### src/rtl/ifetch_queue_pkg.sv
// Shared types and constants for the instruction-fetch queue.
package ifetch_queue_pkg;

    localparam int unsigned ADDR_SIZE  = 32;
    localparam int unsigned INSTR_SIZE = 32;
    localparam int unsigned XLEN       = 32;

    localparam logic [INSTR_SIZE-1:0] IFQ_NOP = 32'h0000_0013;

    typedef enum logic [1:0] {
        IFQ_FETCH = 2'd0,
        IFQ_STALL = 2'd1,
        IFQ_DRAIN = 2'd2
    } ifq_state_e;

    typedef struct packed {
        logic [INSTR_SIZE-1:0] instr;
        logic [ADDR_SIZE-1:0]  pc;
    } ifq_entry_t;

endpackage

### src/rtl/ifq_fifo.sv
// Instruction/PC storage FIFO with wrapping pointers, synchronous clear
// and asynchronous reset.
module ifq_fifo
    import ifetch_queue_pkg::*;
#(
    parameter int unsigned DEPTH = 4,
    parameter int unsigned CNT_W = $clog2(DEPTH + 1)
) (
    input  logic             clk_i,
    input  logic             rst_i,
    input  logic             clr_i,
    input  logic             push_i,
    input  logic             pop_i,
    input  ifq_entry_t       wdata_i,
    output ifq_entry_t       rdata_o,
    output logic [CNT_W-1:0] count_o,
    output logic             empty_o
);

    localparam int unsigned PTR_W = $clog2(DEPTH);

    logic [PTR_W-1:0] rd_ptr_q, wr_ptr_q;
    logic [CNT_W-1:0] count_q;
    ifq_entry_t       mem_q [DEPTH];
    logic             do_push, do_pop;

    assign do_pop  = pop_i && (count_q != '0);
    assign do_push = push_i && ((count_q != CNT_W'(DEPTH)) || do_pop);

    always_ff @(posedge clk_i or posedge rst_i) begin
        if (rst_i) begin
            rd_ptr_q <= '0;
            wr_ptr_q <= '0;
            count_q  <= '0;
        end else if (clr_i) begin
            rd_ptr_q <= '0;
            wr_ptr_q <= '0;
            count_q  <= '0;
        end else begin
            if (do_push) wr_ptr_q <= wr_ptr_q + 1'b1;
            if (do_pop)  rd_ptr_q <= rd_ptr_q + 1'b1;
            case ({do_push, do_pop})
                2'b10:   count_q <= count_q + 1'b1;
                2'b01:   count_q <= count_q - 1'b1;
                default: count_q <= count_q;
            endcase
        end
    end

    always_ff @(posedge clk_i) begin
        if (do_push && !clr_i) mem_q[wr_ptr_q] <= wdata_i;
    end

    assign rdata_o = mem_q[rd_ptr_q];
    assign count_o = count_q;
    assign empty_o = (count_q == '0);

endmodule

### src/rtl/ifetch_queue.sv
// Instruction-fetch front end: credit-limited imem requests, response FIFO,
// redirect flush. Define IFQ_BYPASS_EN for a 0-cycle empty-FIFO bypass.
module ifetch_queue
    import ifetch_queue_pkg::*;
#(
    parameter int unsigned          DEPTH           = 4,
    parameter int unsigned          MAX_OUTSTANDING = 2,
    parameter logic [ADDR_SIZE-1:0] RESET_PC        = 32'h0000_0000
) (
    input  logic                         clk,
    input  logic                         reset,
    input  logic                         redirect_i,
    input  logic [ADDR_SIZE-1:0]         redirect_pc_i,
    output logic                         imem_req_o,
    output logic [ADDR_SIZE-1:0]         imem_addr_o,
    input  logic                         imem_gnt_i,
    input  logic                         imem_rvalid_i,
    input  logic [INSTR_SIZE-1:0]        imem_rdata_i,
    output logic                         instr_valid_o,
    output logic [INSTR_SIZE-1:0]        instr_o,
    output logic [ADDR_SIZE-1:0]         pc_o,
    input  logic                         instr_ready_i,
    output logic [$clog2(DEPTH+1)-1:0]   count_o
);

    localparam int unsigned CNT_W = $clog2(DEPTH + 1);
    localparam int unsigned OUT_W = $clog2(MAX_OUTSTANDING + 1);

    ifq_state_e           state_q;
    logic [ADDR_SIZE-1:0] fetch_pc_q, fetch_pc_d;
    logic [ADDR_SIZE-1:0] resp_pc_q, resp_pc_d;
    logic [OUT_W-1:0]     outst_q, outst_d;
    logic [OUT_W-1:0]     discard_q, discard_d;
    logic [CNT_W-1:0]     count, count_d;
    logic                 fifo_empty, fifo_push, fifo_pop;
    logic                 grant, accept;
    ifq_entry_t           head, wentry;

    function automatic logic has_credit(input logic [CNT_W-1:0] cnt,
                                        input logic [OUT_W-1:0] outst);
        return ((32'(cnt) + 32'(outst)) < DEPTH) && (32'(outst) < MAX_OUTSTANDING);
    endfunction

    assign imem_req_o  = !reset && (state_q == IFQ_FETCH) && has_credit(count, outst_q);
    assign imem_addr_o = fetch_pc_q;
    assign grant       = imem_req_o && imem_gnt_i;
    assign accept      = imem_rvalid_i && (discard_q == '0);
    assign wentry      = '{instr: imem_rdata_i, pc: resp_pc_q};

`ifdef IFQ_BYPASS_EN
    logic bypass;
    assign bypass    = accept && fifo_empty && !redirect_i;
    assign fifo_push = accept && !redirect_i && !(bypass && instr_ready_i);
`else
    assign fifo_push = accept && !redirect_i;
`endif
    assign fifo_pop  = instr_valid_o && instr_ready_i && !redirect_i;

    always_comb begin
        instr_valid_o = !fifo_empty;
        instr_o       = fifo_empty ? IFQ_NOP : head.instr;
        pc_o          = fifo_empty ? RESET_PC : head.pc;
`ifdef IFQ_BYPASS_EN
        if (bypass) begin
            instr_valid_o = 1'b1;
            instr_o       = imem_rdata_i;
            pc_o          = resp_pc_q;
        end
`endif
    end

    // Redirect wins over same-cycle grant/push/pop; every request already
    // granted (including this cycle's) still returns and must be discarded.
    always_comb begin
        outst_d = outst_q;
        if (grant)         outst_d = outst_d + 1'b1;
        if (imem_rvalid_i) outst_d = outst_d - 1'b1;

        discard_d = discard_q;
        if (redirect_i)                                  discard_d = outst_d;
        else if (imem_rvalid_i && (discard_q != '0))     discard_d = discard_q - 1'b1;

        count_d = count;
        if (redirect_i) begin
            count_d = '0;
        end else begin
            if (fifo_push)               count_d = count_d + 1'b1;
            if (fifo_pop && !fifo_empty) count_d = count_d - 1'b1;
        end

        fetch_pc_d = fetch_pc_q;
        resp_pc_d  = resp_pc_q;
        if (redirect_i) begin
            fetch_pc_d = redirect_pc_i;
            resp_pc_d  = redirect_pc_i;
        end else begin
            if (grant)  fetch_pc_d = fetch_pc_q + ADDR_SIZE'(4);
            if (accept) resp_pc_d  = resp_pc_q + ADDR_SIZE'(4);
        end
    end

    always_ff @(posedge clk or posedge reset) begin
        if (reset) begin
            state_q    <= IFQ_FETCH;
            fetch_pc_q <= RESET_PC;
            resp_pc_q  <= RESET_PC;
            outst_q    <= '0;
            discard_q  <= '0;
        end else begin
            fetch_pc_q <= fetch_pc_d;
            resp_pc_q  <= resp_pc_d;
            outst_q    <= outst_d;
            discard_q  <= discard_d;
            if (redirect_i) begin
                state_q <= (outst_d != '0) ? IFQ_DRAIN : IFQ_FETCH;
            end else begin
                case (state_q)
                    IFQ_DRAIN: if (discard_d == '0) state_q <= IFQ_FETCH;
                    default:   state_q <= has_credit(count_d, outst_d) ? IFQ_FETCH : IFQ_STALL;
                endcase
            end
        end
    end

    ifq_fifo #(
        .DEPTH (DEPTH),
        .CNT_W (CNT_W)
    ) u_fifo (
        .clk_i   (clk),
        .rst_i   (reset),
        .clr_i   (redirect_i),
        .push_i  (fifo_push),
        .pop_i   (fifo_pop),
        .wdata_i (wentry),
        .rdata_o (head),
        .count_o (count),
        .empty_o (fifo_empty)
    );

    assign count_o = count;

endmodule

### config.mk
export PLATFORM = sky130hd
export DESIGN_NAME = ifetch_queue
export DESIGN_NICKNAME = d
export VERILOG_FILES = /design/src/rtl/ifetch_queue_pkg.sv /design/src/rtl/ifq_fifo.sv /design/src/rtl/ifetch_queue.sv
export SDC_FILE = /design/constraint.sdc
export NUM_CORES = 1
export LEC_CHECK = 0
export BUFFER_PORTS_ARGS = -buffer_cell sky130_fd_sc_hd__clkbuf_2
export CORE_MARGIN = 1.5
export CORE_UTILIZATION = 23
export CTS_CLUSTER_DIAMETER = 150
export CTS_CLUSTER_SIZE = 16
export DETAILED_ROUTE_END_ITERATION = 8
export GPL_TIMING_DRIVEN = 0
export MAX_ROUTING_LAYER = met4
export SYNTH_ARGS = -nofsm -noshare
export SYNTH_HDL_FRONTEND = slang
export SYNTH_SLANG_ARGS = --single-unit
### constraint.sdc
create_clock -name clk -period 10.4 [get_ports clk]
set_input_delay 1.04 -clock clk [delete_from_list [all_inputs] [get_ports clk]]
set_output_delay 1.04 -clock clk [all_outputs]
set_load 0.01 [all_outputs]
; Word level (Yosys, flattened, before mapping)
; Memories as Yosys holds them, arrays and structs flattened.
; Cells that the tools add are included.
[word_totals]
latchBits = 0
reg_bits = 77
rom_bits = 0
inputBits = 70
ramBits = 256
n_memories = 1
elab_cells = 87
out_inout_bits = 101
[classes]
n_shift = 0
mul = 0
reduce_logical = 30
bitwise_logic = 0
n_lt_le_gt_ge = 4
n_mux = 27
addsub = 12
n_eq_ne = 5
n_div = 0
[memory_table]
columns = name, words, word_bits, rd, rd_ports_with_merged_regs, wr, line_no
row1 = u_fifo.mem_q, 4, 64, 1, 0, 1, ifq_fifo.sv:24  ; ifq_entry_t mem_q [DEPTH];
[ops]
columns = cell, n
row1 = 32-bit 2-to-1 mux, 6
row2 = "32-bit by 3-bit adder with 32-bit output, second input constant", 2
row3 = 2-bit 2-to-1 mux, 12
row4 = 3-bit 2-to-1 mux, 5
row5 = 1-bit logical AND, 14
row6 = 2-bit nonzero test, 6
row7 = 3-bit by 2-bit adder with 4-bit output, 2
row8 = "4-bit by 3-bit < comparator with 1-bit output, second input constant", 2
row9 = "2-bit by 1-bit adder with 2-bit output, second input constant", 3
row10 = 2-bit logical NOT, 3
row11 = "3-bit != test, second input constant", 2
row12 = 3-bit one-hot mux with 2 select lines, 1
row13 = 3-bit nonzero test, 2
row14 = "3-bit by 1-bit subtractor with 3-bit output, second input constant", 2
row15 = "2-bit == test, second input constant", 2
row16 = "2-bit < comparator, second input constant", 2
row17 = "2-bit by 1-bit subtractor with 2-bit output, second input constant", 2
row18 = "3-bit by 1-bit adder with 3-bit output, second input constant", 1
row19 = 1-bit logical NOT, 3
row20 = 3-bit logical NOT, 1
row21 = 1-bit 2-to-1 mux, 3
row22 = "2-bit by 1-bit == test with 1-bit output, second input constant", 1
row23 = 1-bit logical OR, 1

; Longest topological paths before layout
; Gate-level depths: netlist (run 1).
[depth]
depth_word = 14
mapped_depth = 13
depth_no_buf = 13

; By module
; From an unflattened synthesis (run 1), not the netlist that was laid out.
[unflattened]
cells_unflattened = 883
area_unflattened_um2 = 14357.5
[by_module_without_submodules]
columns = mod, seq_area_each_um2, n_inst, area_per_inst_um2, cells_each
row1 = ifq_fifo, 7862.5, 1, 9795.6, 398
row2 = ifetch_queue, 1751.7, 1, 4561.9, 485

; Least setup slack after synthesis (run 1)
; Ideal clock, no wire load.
[synth_path]
kind = input -> register
start = input port imem_rvalid_i
end = memory u_fifo.mem_q[0][0] (netlist name), enable pin
required_time_ns = 9.971
n_path_buf = 1
t_arrival_ns = 3.629
slack_ns = 6.342
cell_stages = 4
setup_time_ns = 0.429
path_cell_list = buf_2 -> nand2_1 -> a311oi_1 -> and2_1
[synth_between]
elab_chain_len = 6
[synth_rtl]
columns = element, line_no
row1 = start: declaration, ifetch_queue.sv:17  ; input logic imem_rvalid_i,
row2 = 1-bit logical AND, ifetch_queue.sv:47  ; assign accept = imem_rvalid_i && (discard_q == '0);
row3 = 1-bit logical AND, ifetch_queue.sv:55  ; assign fifo_push = accept && !redirect_i;
row4 = 1-bit logical AND, ifq_fifo.sv:28  ; assign do_push = push_i && ((count_q != CNT_W'(DEPTH)) || do_pop);
row5 = 1-bit logical AND, ifq_fifo.sv:51  ; if (do_push && !clr_i) mem_q[wr_ptr_q] <= wdata_i;
row6 = 1-bit 2-to-1 mux, ifq_fifo.sv:51
row7 = 1-bit 2-to-1 mux (implied by the code), ifq_fifo.sv:51
row8 = end: declaration, ifq_fifo.sv:24
; Every way passes these cells.

; Worst setup path after layout (run 1)
[layout_path]
start = register u_fifo.count_q[0], in the netlist u_fifo.count_o[0]
end = output port pc_o[22]
[layout_between]
elab_chain_len = 2
[layout_rtl]
columns = element, line_no
row1 = start: declaration, ifq_fifo.sv:23  ; logic [CNT_W-1:0] count_q;
row2 = start signal: assignment, ifq_fifo.sv:43  ; 2'b10: count_q <= count_q + 1'b1;
row3 = start signal: assignment, ifq_fifo.sv:44  ; 2'b01: count_q <= count_q - 1'b1;
row4 = start signal: assignment, ifq_fifo.sv:45  ; default: count_q <= count_q;
row5 = 3-bit logical NOT, ifq_fifo.sv:56  ; assign empty_o = (count_q == '0);
row6 = 32-bit 2-to-1 mux, ifetch_queue.sv:62  ; pc_o = fifo_empty ? RESET_PC : head.pc;
row7 = end: declaration, ifetch_queue.sv:21  ; output logic [ADDR_SIZE-1:0] pc_o,
; Every way passes these cells.

==> results of run 1 <==
[critical path, stage by stage (launching register included)]
cell      delay (ns)
dfrtp_1         0.50
inv_1           0.17
ha_1            0.23
nor2b_1         0.75
inv_1           0.18
clkbuf_1        0.49
clkbuf_1        0.34
and2_1          0.27
clkbuf_2        0.16
[where the power goes]
group          switching, mW  internal, mW
logic                  0.593         0.464
registers             0.0882          1.54
clock network          0.447         0.451
[routing by layer]
layer | vias to the layer above | track usage | share of wire
li1 | 3668 | - | -
met2 | 179 | 0.190 | 0.49
met1 | 4099 | 0.151 | 0.45
met3 | 35 | 0.0201 | 0.044
met4 | 0 | 0.0272 | 0.018
met5 | - | - | 0
[through the flow]
stage	setup slack, ns	hold WS [ns]	area (µm²)
6_report	5.71	0.523	16900
3_5_place_dp	6.13	0.507	16200
3_3_place_gp	4.51	0.493	16000
4_1_cts	5.51	0.524	16900
2_1_floorplan	6.34	0.476	14200
5_1_grt	5.42	0.553	16900
[cell families after synthesis]
| group | after synthesis |
|---|---|
| multiplexers | 97 |
| buffers and inverters | 59 |
| flip-flops | 333 |
| adder cells (fa/ha/maj) | 13 |
| AND/OR/NAND/NOR | 234 |
| XOR/XNOR | 67 |
| AO/OA/AOI/OAI | 59 |
[cell usage in the layout (no fill, tap or decap), types with 5 or more instances in the layout]
master | Yosys | final
a21boi_0 | 19 | 19
xor2_1 | 20 | 20
nor3_1 | 10 | 10
nor4_1 | 6 | 6
and2_1 | 67 | 63
mux2_2 | 31 | 31
a21oi_1 | 10 | 10
nand2_1 | 40 | 40
dfrtp_1 | 77 | 77
mux4_2 | 64 | 64
ha_1 | 13 | 13
clkbuf_1 | 18 | 36
nand2b_1 | 13 | 13
and3_1 | 5 | 5
clkbuf_16 | 0 | 25
inv_1 | 22 | 21
xnor2_1 | 47 | 47
edfxtp_1 | 256 | 256
nor2_1 | 30 | 30
nand4_1 | 17 | 17
a21boi_1 | 5 | 5
buf_2 | 7 | 7
nand3_1 | 23 | 23
o21ai_0 | 7 | 7
buf_16 | 0 | 5
buf_1 | 8 | 8
clkbuf_2 | 0 | 169
[state kept, by name, indices dropped and copies added (netlist names), 3 cells and up]
register / cells
imem_addr_o: 32
resp_pc_q: 32
u_fifo.count_o: 3
u_fifo.mem_q: 256
[final timing paths]
kind                              startpoint            endpoint  slack (ns)  cells after the start
max                        u_fifo.count_o[0]            pc_o[22]        5.71                      8
min                             resp_pc_q[1]  u_fifo.mem_q[1][1]        0.52                      0
max reg2reg                u_fifo.count_o[0]          state_q[0]        6.83                     10
min reg2reg                     resp_pc_q[1]  u_fifo.mem_q[1][1]        0.52                      0
max in group asynchronous              reset   u_fifo.count_o[1]        9.24                      3
min in group asynchronous              reset     imem_addr_o[16]        0.56                      2
[area by class of cell]
| class | instances | area, µm² | share of cell area |
|---|---|---|---|
| inverters | 23 | 88.8 | 0.00527 |
| plain buffers | 36 | 166 | 0.00987 |
| flip-flops and latches | 333 | 9610 | 0.570 |
| clock buffers | 43 | 693 | 0.0411 |
| well taps | 782 | 978 | 0.0580 |
| clock inverters | 1 | 5.00 | 0.000297 |
| multi-input cells | 470 | 4340 | 0.257 |
| repair buffers | 174 | 983 | 0.0583 |
==> reports/results.tsv, run 1 <==
stage	metric	value	unit
clocking	CTS tree	yes	
synth	area leader, netlist	edfxtp_1	
floorplanning	core footprint	60700	µm²
floorplanning	die area	63200	µm²
synth	largest cells by area after synthesis	edfxtp_1 54%, dfrtp_1 14%, mux4_2 10%	
floorplanning	Vert. Die Dim	251	µm
synth	top_reg_cell synth	edfxtp_1	
clocking	CTS max path bufs	3	
job	number of max-cap violations	0	
synth	count leader, synth	edfxtp_1	
worst_setup_path	startpoint types	flip-flop	
layout	Fillers	6093	
synth	Synth Instances	862	
place	placed cells	1818	
synth	post-synthesis sequential area ratio	0.677	
sta	Final Max Slew Viols	0	
outcome	status	complete, no violations	
global_routing	antenna violations before repair	0	
route	drt wl/cell	19.2	µm
clocking	setup bufs post-CTS	0	
synth	Synth Area in Compound Gates	0.0296	
floorplanning	site row count	90	
layout	Final Non-Filler Cells	1862	
hold_path	worst hold path class	flip-flop to flip-flop	
place	DP HPWL	25.7	mm
pwr	Worst VDD drop	0.0907	mV
synth	FF+latch count, synth	333	
worst_setup_path	Setup crit end kind	output port	
sta	post-route minimum period	4.69	ns
global_routing	Overall Global Routing Usage	0.116	
clocking	Worst-path clk slew	0.07	ns
synth	syn_nets	945	
synth	Post-Synth Simple-Gate Area	0.0949	
synth	largest family of logic cells by synthesized area	multiplexers	
sta	final count of negative-setup-slack endpoints	0	
route	Final ANT Viol Nets	0	
clocking	Hold-fix buffers, CTS	0	
synth	Yosys warning total	0	
clocking	Clock Latency Late Sink	0.54	ns
synth	top cell type's share of synthesized area	0.542	
route	drt total wl	35.7	mm
place	I/O Buffers	169	
sta	RSZ-0062 raised after global routing	false	
synth	asr flop ratio synth	0.231	
worst_setup_path	WS Path Type	flip-flop to output port	
sta	total negative slack	0	ns
global_routing	first-pass GRT wire length	53.4	mm
worst_setup_path	WP data arrival	3.65	ns
synth	cell area after synthesis	14200	µm²
sta	Tightest Pin Transition	1.28	ns
pwr	P per Cell Area	212	nW/µm²
floorplanning	initial core utilization	0.234	
floorplanning	Die Span X	251	µm
worst_setup_path	WP data required	9.36	ns
synth	syn avg cell area	16.5	µm²
sta	crit share post-route	0.451	
layout	share of layout cells above drive strength 1	0.309	
global_routing	vias in the first global route	8338	
clocking	# resized after CTS	0	
route	DR DRC count	0	
pwr	Power, Total	3.58	mW
layout	synthesis-to-layout area growth	18.8	%
global_routing	Congestion Overflow GR	0	
route	drt initial violations	390	
synth	post-synthesis share of cell area spent on full adders, half adders and majority gates	0.0115	
global_routing	largest net degree at the start of global routing	53	
clocking	CTS Buf Count	24	
synth	post-synthesis cell type count	54	
synth	Synth top cells by count	256 x edfxtp_1, 77 x dfrtp_1, 67 x and2_1	
pwr	Leak	5.80	nW
worst_setup_path	Max FO, Critical Path	10	
sta	Slew HR	0.137	
synth	number of synthesized flops with an enable pin	256	
synth	mux cell area share after synthesis	0.128	
clocking	clk root buf	clkbuf_16	
layout	final core utilization	0.278	
route	drt pass-1 iters	4	
sta	max frequency	0.213	GHz
clocking	Clock Sinks	333	
clocking	H-tree depth	1	
layout	Antenna Cells	0	
floorplanning	I/O pin count	171	
route	via/cell ratio	4.29	
sta	final hold viol count	0	
sta	Setup Skew	0.0142	ns
layout	NumNets Final	1145	
place	placer's final routability congestion estimate	0.783	
route	vias	7981	
synth	xor/xnor share of the synthesized area	0.0413	
Power figures use the tool's default switching activity.
==> run 2: changes to the inputs <==
- ABC_AREA: default -> 1
- clock period: 10.4 -> 3.97 ns (I/O delays scaled with it)
==> reports/results.tsv, run 2 <==
stage	metric	value	unit	change
floorplanning	core footprint	64300	µm²	was 60700 µm²
layout	Most flops, register	u_fifo.mem_q		unchanged
synth	top cell type's share of synthesized area	0.515		was 0.542
layout	share of layout cells above drive strength 1	0.172		was 0.309
layout	commonest non-fill, non-tap cells in the layout	288 x nor2_1, 256 x edfxtp_1, 202 x nand2_1		was 256 x edfxtp_1, 169 x clkbuf_2, 77 x dfrtp_1
worst_setup_path	startpoint types	flip-flop		unchanged
clocking	setup bufs post-CTS	0		unchanged
clocking	Clock Sinks	333		unchanged
route	Final ANT Viol Nets	0		unchanged
synth	syn_nets	1524		was 945
route	drt wl/cell	17.8	µm	was 19.2 µm
sta	Setup Skew	0.0332	ns	was 0.0142 ns
sta	final hold viol count	0		unchanged
pwr	Worst VDD drop	0.282	mV	was 0.0907 mV
layout	synthesis-to-layout area growth	18.9	%	was 18.8%
layout	design area	17800	µm²	was 16900 µm²
place	I/O Buffers	169		unchanged
layout	NumNets Final	1729		was 1145
synth	number of synthesized flops with an enable pin	256		unchanged
worst_setup_path	Max FO, Critical Path	10		unchanged
place	placer's final routability congestion estimate	0.865		was 0.783
sta	Slew HR	0.436		was 0.137
clocking	CTS tree	yes		unchanged
outcome	status	complete, no violations		unchanged
synth	top_reg_cell synth	edfxtp_1		unchanged
floorplanning	site row count	93		was 90
clocking	Clock Latency Late Sink	0.57	ns	was 0.54 ns
synth	cell area after synthesis	14900	µm²	was 14200 µm²
route	drt total wl	44.7	mm	was 35.7 mm
synth	Synth Instances	1441		was 862
floorplanning	initial core utilization	0.232		was 0.234
synth	post-synthesis cell type count	41		was 54
global_routing	largest net degree at the start of global routing	58		was 53
floorplanning	die area	66400	µm²	was 63200 µm²
clocking	clk root buf	clkbuf_16		unchanged
clocking	H-tree depth	1		unchanged
worst_setup_path	r2r worst-path depth	7		was 10
worst_setup_path	WS Path Type	flip-flop to output port		unchanged
floorplanning	Vert. Die Dim	258	µm	was 251 µm
synth	area leader, netlist	edfxtp_1		unchanged
route	drt pass-1 iters	5		was 4
sta	hold_ws	0.0419	ns	was 0.523 ns
sta	max frequency	0.291	GHz	
sta	Tightest Pin Transition	0.846	ns	was 1.28 ns
synth	FF+latch count, synth	333		unchanged
sta	final count of negative-setup-slack endpoints	0		unchanged
route	drt initial violations	860		was 390
job	number of max-cap violations	0		unchanged
place	dpl cell area	17100	µm²	was 16200 µm²
global_routing	Overall Global Routing Usage	0.134		was 0.116
pwr	P per Cell Area	566	nW/µm²	was 212 nW/µm²
synth	asr flop ratio synth	0.231		unchanged
sta	crit share post-route	0.864		
global_routing	vias in the first global route	10800		was 8338
floorplanning	I/O pin count	171		unchanged
layout	Fillers	6678		was 6093
layout	Antenna Cells	0		unchanged
route	via/cell ratio	4.45		was 4.29
synth	syn avg cell area	10.4	µm²	was 16.5 µm²
global_routing	antenna violations before repair	1		was 0
hold_path	hold path depth	1		was 0
synth	count leader, synth	nor2_1		was edfxtp_1
layout	most common cell after layout, fill and taps aside	nor2_1		was edfxtp_1
layout	max FFs per register	256		unchanged
worst_setup_path	Setup crit end kind	output port		unchanged
clocking	CTS Buf Count	24		unchanged
sta	post-route minimum period	3.43	ns	
global_routing	Congestion Overflow GR	0		unchanged
synth	post-synthesis sequential area ratio	0.644		was 0.677
sta	Final Max Slew Viols	0		unchanged
pwr	Leak	6.81	nW	was 5.80 nW
route	vias	11200		was 7981
clocking	CTS max path bufs	3		unchanged
hold_path	worst hold path class	input port to flip-flop		was flip-flop to flip-flop
global_routing	first-pass GRT wire length	66.6	mm	was 53.4 mm
pwr	Power, Total	10.0	mW	was 3.58 mW
worst_setup_path	WP data required	3.57	ns	was 9.36 ns
sta	RSZ-0062 raised after global routing	false		unchanged
worst_setup_path	WP data arrival	3.03	ns	was 3.65 ns
synth	largest cells by area after synthesis	edfxtp_1 52%, dfrtp_1 13%, nor2_1 7.3%		was edfxtp_1 54%, dfrtp_1 14%, mux4_2 10%
route	DR DRC count	0		unchanged
place	DP HPWL	31.6	mm	was 25.7 mm
synth	Synth top cells by count	292 x nor2_1, 256 x edfxtp_1, 202 x nand2_1		was 256 x edfxtp_1, 77 x dfrtp_1, 67 x and2_1
synth	Yosys warning total	0		unchanged
floorplanning	Die Span X	258	µm	was 251 µm
clocking	Worst-path clk slew	0.08	ns	was 0.07 ns
-- run 2: changes by cell type in the layout (fill, tap and decap cells not counted), sizes merged, moves of 20 or more --
cell / delta
xnor2: -43
mux4: -64
nand2: +177
a21oi: +60
o211ai: +20
nand3: +45
inv: +69
a21boi: -24
mux2: -31
and2: -67
o21ai: +148
nor2: +278
-- run 2: what timing repair did --
action | CTS | global route
endpoints found under the hold margin | 20 | 0
resized for setup | 0 | 0
hold buffers | 1 | 0
-- run 2: path summary, 6_finish.rpt --
check	from	end	slack, ns
max	u_fifo.rd_ptr_q[0]	pc_o[22]	0.54
min	imem_rdata_i[1]	u_fifo.mem_q[1][33]	0.04
max reg2reg	discard_q[0]	u_fifo.mem_q[3][54]	1.44
min reg2reg	imem_addr_o[1]	imem_addr_o[1]	0.50
max in group asynchronous	reset	resp_pc_q[10]	2.97
min in group asynchronous	reset	outst_q[0]	0.38
-- run 2: kinds of logic after synthesis --
group                    Yosys count  share of synthesized area
AND/OR/NAND/NOR                  637                      0.186
flip-flops                       333                      0.644
XOR/XNOR                          33                     0.0194
buffers and inverters            157                     0.0416
adder cells (fa/ha/maj)           13                     0.0109
AO/OA/AOI/OAI                    268                     0.0980
-- run 2: per-layer routing --
layer,wire (µm),global-route usage
met1,20000,0.181
met2,20900,0.214
met3,2900,0.0203
met4,945,0.0296
met5,0,-
-- run 2: worst max-delay path: stages (launching register included) --
cell and delay (ns):
dfrtp_1 0.41, inv_2 0.19, clkbuf_1 0.51, clkbuf_1 0.45
o21ai_0 0.18, a21oi_1 0.48, clkbuf_2 0.23
-- run 2: power by group --
group          switching [mW]  leakage, nW  total (mW)  internal [mW]
clock                    1.23        0.324        2.37           1.14
sequential              0.290         3.26        4.32           4.03
combinational            2.32         3.23        3.35           1.03
-- run 2: metrics by stage --
step | cells | setup slack [ns] | utilization | setup TNS, ns
6_report | 2516 | 0.539 | 0.276 | 0
4_1_cts | 2516 | 0.488 | 0.276 | 0
3_5_place_dp | 2474 | 1.12 | 0.265 | 0
3_3_place_gp | 2465 | -2.74 | 0.262 | -678.34
2_1_floorplan | 1441 | -0.230 | - | -58.98
5_1_grt | 2516 | 0.334 | 0.276 | 0
-- run 2: layout make-up --
cell class	count	area, µm²	share of cell area
Clock inverter	2	21.3	0.00120
Sequential cell	333	9610	0.542
Buffer	64	272	0.0153
Clock buffer	39	657	0.0370
Multi-Input combinational cell	951	4720	0.266
Inverter	93	352	0.0198
Tap cell	855	1070	0.0603
Timing Repair Buffer	179	1040	0.0588
